$ cat config.mk
export PLATFORM = sky130hd
export DESIGN_NAME = obf_key_mux_bank_flat
export DESIGN_NICKNAME = d
export VERILOG_FILES = /design/src/rtl/obf_key_mux_bank_pkg.sv /design/src/rtl/obf_key_mux_bank_if.sv /design/src/rtl/obf_key_mux_bank_cell.sv /design/src/rtl/obf_key_mux_bank.sv /design/src/flat_wrapper.sv
export SDC_FILE = /design/constraint.sdc
export NUM_CORES = 1
export LEC_CHECK = 0
export CELL_PAD_IN_SITES_DETAIL_PLACEMENT = 0
export CELL_PAD_IN_SITES_GLOBAL_PLACEMENT = 1
export CORE_ASPECT_RATIO = 1.2
export CORE_MARGIN = 1
export CORE_UTILIZATION = 29
export DETAILED_ROUTE_END_ITERATION = 10
export PLACE_DENSITY = 0.67
export SYNTH_ARGS = -nofsm -noshare
export SYNTH_HDL_FRONTEND = slang
export SYNTH_SLANG_ARGS = --single-unit
$ cat constraint.sdc
create_clock -name clk -period 2.6 [get_ports clk]
set_input_delay 0.52 -clock clk [delete_from_list [all_inputs] [get_ports clk]]
set_output_delay 0.52 -clock clk [all_outputs]
set_load 0.03 [all_outputs]
$ cat src/rtl/obf_key_mux_bank_pkg.sv
// rtl/obf_key_mux_bank_pkg.sv - shared types and helpers for the obfuscation key-mux bank
package obf_pkg;

    typedef enum logic [1:0] {
        PASS = 2'b00,
        INV  = 2'b01,
        ONE  = 2'b10,
        ZERO = 2'b11
    } obf_sel_e;

    typedef enum logic [1:0] {
        IDLE   = 2'b00,
        LOAD   = 2'b01,
        COMMIT = 2'b10
    } obf_state_e;

    function automatic int key_bits(input int n);
        return 2 * n;
    endfunction

endpackage

$ cat src/rtl/obf_key_mux_bank_if.sv
// rtl/obf_key_mux_bank_if.sv - serial key port and obfuscated net bundle
interface obf_key_mux_bank_if #(
    parameter int NUM_GATES = 4
);
    logic                 key_bit;
    logic                 key_valid;
    logic                 key_ready;
    logic                 key_abort;
    logic [NUM_GATES-1:0] net_in;
    logic [NUM_GATES-1:0] net_out;
    logic                 keyed;
    logic                 key_lock;

    modport master (
        output key_bit, key_valid, key_abort, net_in,
        input  key_ready, net_out, keyed, key_lock
    );

    modport slave (
        input  key_bit, key_valid, key_abort, net_in,
        output key_ready, net_out, keyed, key_lock
    );
endinterface

$ cat src/rtl/obf_key_mux_bank_cell.sv
// rtl/obf_key_mux_bank_cell.sv - one camouflaged gate: 4:1 select of net, ~net, 1, 0
module obf_cell
    import obf_pkg::*;
(
    input  logic     net,
    input  obf_sel_e sel,
    output logic     out
);
    always_comb begin
        out = net;
        case (sel)
            PASS:    out = net;
            INV:     out = ~net;
            ONE:     out = 1'b1;
            ZERO:    out = 1'b0;
            default: out = net;
        endcase
    end
endmodule

$ cat src/rtl/obf_key_mux_bank.sv
// rtl/obf_key_mux_bank.sv - key-controlled gate bank with serial shadow load and atomic commit
module obf_key_mux_bank
    import obf_pkg::*;
#(
    parameter int NUM_GATES = 4,
    parameter int OUT_REG   = 0,
    parameter int RELOAD_EN = 0
) (
    input  logic              clk,
    input  logic              rst_n,
    obf_key_mux_bank_if.slave bus
);
    localparam int KEY_BITS = key_bits(NUM_GATES);
    localparam int CNT_W    = $clog2(KEY_BITS) + 1;

    obf_state_e          state, state_next;
    logic [CNT_W-1:0]    cnt, cnt_next;
    logic [KEY_BITS-1:0] shadow, shadow_next;
    logic [KEY_BITS-1:0] active_key;
    logic                keyed_q;
    logic                lock_q;
    logic                ready;
    logic                xfer;
    logic [NUM_GATES-1:0] cell_out;

    always_comb begin
        state_next  = state;
        cnt_next    = cnt;
        shadow_next = shadow;
        ready       = 1'b0;
        case (state)
            IDLE:    ready = !lock_q;
            LOAD:    ready = 1'b1;
            COMMIT:  ready = 1'b0;
            default: ready = 1'b0;
        endcase
        xfer = bus.key_valid && ready;

        // Abort outranks a coinciding transfer, including the final one.
        if (state == COMMIT) begin
            state_next = IDLE;
            cnt_next   = '0;
        end else if (bus.key_abort) begin
            state_next  = IDLE;
            cnt_next    = '0;
            shadow_next = '0;
        end else if (xfer) begin
            for (int b = 0; b < KEY_BITS; b++) begin
                if (cnt == CNT_W'(b)) begin
                    shadow_next[b] = bus.key_bit;
                end
            end
            if (cnt == CNT_W'(KEY_BITS - 1)) begin
                state_next = COMMIT;
                cnt_next   = '0;
            end else begin
                state_next = LOAD;
                cnt_next   = cnt + 1'b1;
            end
        end
    end

    always_ff @(posedge clk) begin
        if (!rst_n) begin
            state      <= IDLE;
            cnt        <= '0;
            shadow     <= '0;
            active_key <= '1;
            keyed_q    <= 1'b0;
            lock_q     <= 1'b0;
        end else begin
            state  <= state_next;
            cnt    <= cnt_next;
            shadow <= shadow_next;
            if (state == COMMIT) begin
                active_key <= shadow;
                keyed_q    <= 1'b1;
                lock_q     <= (RELOAD_EN == 0);
            end
        end
    end

    for (genvar i = 0; i < NUM_GATES; i++) begin : g_cell
        obf_cell u_cell (
            .net (bus.net_in[i]),
            .sel (obf_sel_e'(active_key[2*i+1 -: 2])),
            .out (cell_out[i])
        );
    end

    if (OUT_REG != 0) begin : g_out_reg
        logic [NUM_GATES-1:0] net_q;
        always_ff @(posedge clk) begin
            if (!rst_n) begin
                net_q <= '0;
            end else begin
                net_q <= cell_out;
            end
        end
        assign bus.net_out = net_q;
    end else begin : g_out_comb
        assign bus.net_out = cell_out;
    end

    assign bus.key_ready = ready;
    assign bus.keyed     = keyed_q;
    assign bus.key_lock  = lock_q;
endmodule

$ cat src/flat_wrapper.sv
// flat-port wrapper written by rule: the top's interface ports become plain ports
module obf_key_mux_bank_flat import obf_pkg::*;
#(
    parameter int NUM_GATES = 4,
    parameter int OUT_REG   = 0,
    parameter int RELOAD_EN = 0
)
  (clk, rst_n, bus_key_bit, bus_key_valid, bus_key_abort, bus_net_in, bus_key_ready, bus_net_out, bus_keyed, bus_key_lock);
  obf_key_mux_bank_if #(.NUM_GATES(NUM_GATES)) bus_i ();
  input  logic clk;
  input  logic rst_n;
  input wire logic [$bits(bus_i.key_bit)-1:0] bus_key_bit;
  input wire logic [$bits(bus_i.key_valid)-1:0] bus_key_valid;
  input wire logic [$bits(bus_i.key_abort)-1:0] bus_key_abort;
  input wire logic [$bits(bus_i.net_in)-1:0] bus_net_in;
  output wire logic [$bits(bus_i.key_ready)-1:0] bus_key_ready;
  output wire logic [$bits(bus_i.net_out)-1:0] bus_net_out;
  output wire logic [$bits(bus_i.keyed)-1:0] bus_keyed;
  output wire logic [$bits(bus_i.key_lock)-1:0] bus_key_lock;
  assign bus_i.key_bit = bus_key_bit;
  assign bus_i.key_valid = bus_key_valid;
  assign bus_i.key_abort = bus_key_abort;
  assign bus_i.net_in = bus_net_in;
  assign bus_key_ready = bus_i.key_ready;
  assign bus_net_out = bus_i.net_out;
  assign bus_keyed = bus_i.keyed;
  assign bus_key_lock = bus_i.key_lock;
  obf_key_mux_bank #(.NUM_GATES(NUM_GATES), .OUT_REG(OUT_REG), .RELOAD_EN(RELOAD_EN)) u_core (.clk(clk), .rst_n(rst_n), .bus(bus_i));
endmodule
==> qor.csv <==
metric,value,unit
outcome,"complete, no violations",
grtUsageTotal,11.66,%
die_w,59.48,um
nets,158,
period_share,91.02,%
post_drt_wl_per_cell,11.13,um
worst-r2r-setup-slack,1.07,ns
clk_path_buf_depth,2,
die_h,70.98,um
firstDrtPassIters,4,
crit_path_end_kind,primary output,
synthArstFlopShare,0,%
grt_pass1_vias,876,
fillers,421,
worstPathArrival,1.85,ns
drc_errors,0,
drt_first_iter_violations,10,
tightestPinTransition,0.5119,ns
fin_skew,0.006448,ns
critPathKind,in2out,
p_leak,0.5441,nW
rsz0062_at_grt,no,
synthesis.instances,132,
start_kind,input port,
layout_min_cycle_time,2.366,ns
vdd_drop_max,0.1402,mV
timing.fmax,422.6,MHz
viasPerCell,4.694,
io_buffers,15,
utilization,36.69,%
drv_slew,0,
antenna_found_initial,0,
synthAdderAreaFrac,4.353,%
cap_violations,0,
synth_largest_area_cell,dfxtp_1,
setup_ws,0.2336,ns
synth_edf_count,0,
synthMuxAreaShare,0.8705,%
ant_nets,0,
synth_simple_gate_area_share,29.92,%
min_path_cells,2,
powerDensity,455.0,nW/um^2
setup_viol,0,
grt_pass1_wl,3781,um
synth_area_leaders,"dfxtp_1, nand2_1, xnor2_1",
synth_compound_area_share,14.80,%
overflow,0,
die-area,4222,sq um
cts-root-buf,clkbuf_8,
row_count,24,
cts.clk_slew.worst_paths,0.08,ns
cts_buffers,3,
core,3724,sq um
yosysUniqueCellTypes,29,
wl_met3,72,um
synth_warnings,0,
cts-htree-levels,1,
wl_met1,954,um
gp_congestion,0.7974,
cts_hold_buf,0,
dr.max_layer_used,met4,
synth_top_family_by_area,simple AND/OR/NAND/NOR gates,
cts_tree,built,
synth_area_per_cell,8.711,sq um
cts_setup_buffers,0,
grt_max_degree,13,
cp.required,2.08,ns
synth_xor_area_share,4.570,%
hpwl,1705,um
wl,2181,um
drive_gt1_share,6.944,%
clock_sink_count,23,
synth_top_area_share,40.04,%
diodes,0,
synth-seq-cells,23,
ys_seq_area_share,40.04,%
route.vias.total,920,
io_pins,16,
ctsResizeCount,0,
synth.net_count,145,
holdCritPathClass,reg2reg,
start_util,30.88,%
clk-insertion-delay-late,0.26,ns
slew_headroom,65.65,%
synth.cell_area,1150,sq um
pre_cts_ws,0.2214,ns
area_delta_synth_final,18.82,%
wl_met2,1109,um
r2r_cells,5,
tns,0,ns
ys.flop_type,dfxtp_1,
hold_viol_final,0,
cp_max_fo,1,
[critical path, cell delays in order]
cell and delay [ns]:
clkdlybuf4s50_1 0.40, nor2_1 0.12, xnor2_1 0.13, clkdlybuf4s50_1 0.68
[sequential cells by signal (all words and copies together) (netlist names)]
register	flops
u_core.shadow	8
u_core.cnt	4
u_core.active_key	8
u_core.bus.keyed	1
u_core.state	2
[cells by family (layout without fill, tap and decap cells)]
logic type | Yosys count | after routing
AND/OR/NAND/NOR | 63 | 63
AO/OA/AOI/OAI | 24 | 24
flip-flops | 23 | 23
buffers and inverters | 11 | 23
XOR/XNOR | 6 | 6
adder cells (fa/ha/maj) | 4 | 4
multiplexers | 1 | 1
[power breakdown]
part,switching [mW],total (mW),internal (mW)
Clock,0.111,0.221,0.109
Sequential,0.00348,0.358,0.355
Combinational,0.0209,0.0429,0.0220
[area by class of cell]
| cell class | instances | area (sq um) | share of cell area, % |
|---|---|---|---|
| multi-input combinational | 98 | 626.9 | 45.88 |
| sequential | 23 | 460.4 | 33.70 |
| timing repair buffer | 16 | 157.7 | 11.54 |
| tap | 52 | 65.06 | 4.762 |
| clock buffer | 4 | 45.04 | 3.297 |
| inverter | 3 | 11.26 | 0.8242 |
[cells in the mapped netlist (2+ instances only)]
cell type and count:
nand2_1 24, inv_1 3, a21o_1 4, a221o_1 3
nand3_1 10, a32o_1 4, nor3_1 4, xnor2_1 6
nor4b_4 2, and2b_1 3, ha_1 4, buf_4 5
a21oi_1 9, nor2_1 13, buf_2 2, dfxtp_1 23
[cells in the final DEF (no fill, tap or decap)]
cell type	n
nor4b_4	2
o21a_1	1
nor3_1	4
nand4_1	1
nor2_1	13
a221o_1	3
nor2b_4	1
o21ai_1	1
o21ai_0	1
dfxtp_1	23
mux2i_1	1
nand2b_4	1
clkbuf_1	1
and2b_1	3
nand3_1	10
a21o_1	4
nand2b_1	1
ha_1	4
a21oi_1	9
inv_1	3
and2_4	1
nand2_1	24
nand2b_2	1
buf_4	1
or2b_1	1
a32o_1	4
xnor2_1	6
clkbuf_8	3
o211ai_1	1
clkdlybuf4s50_1	15
[routing by layer]
| metal | up-vias | GRT usage [%] |
|---|---|---|
| li1 | 476 | - |
| met1 | 425 | 13.26 |
| met2 | 15 | 20.72 |
| met3 | 4 | 2.194 |
| met4 | 0 | 4.762 |
| met5 | - | 0 |
[stage by stage]
stage          hold WS [ns]  area, sq um  power [mW]  instances
4_1_cts              0.4769         1366      0.6287        196
6_report             0.4696         1366      0.6217        196
5_1_grt              0.4973         1366      0.6462        196
3_5_place_dp         0.4578         1321      0.4093        192
2_1_floorplan        0.4412         1150      0.3886        132
3_3_place_gp         0.4528         1321      0.4085        192
[final timing paths]
path	startpoint	to
worst max-delay path	bus_net_in[0]	bus_net_out[0]
worst min-delay path	u_core.active_key[5]$_SDFFE_PN1P_	u_core.active_key[5]$_SDFFE_PN1P_
worst max register to register	u_core.cnt[0]$_SDFFE_PP0P_	u_core.shadow[7]$_SDFFE_PN0P_
worst min register to register	u_core.active_key[5]$_SDFFE_PN1P_	u_core.active_key[5]$_SDFFE_PN1P_
Note: power is estimated with default switching activity, not from simulation.
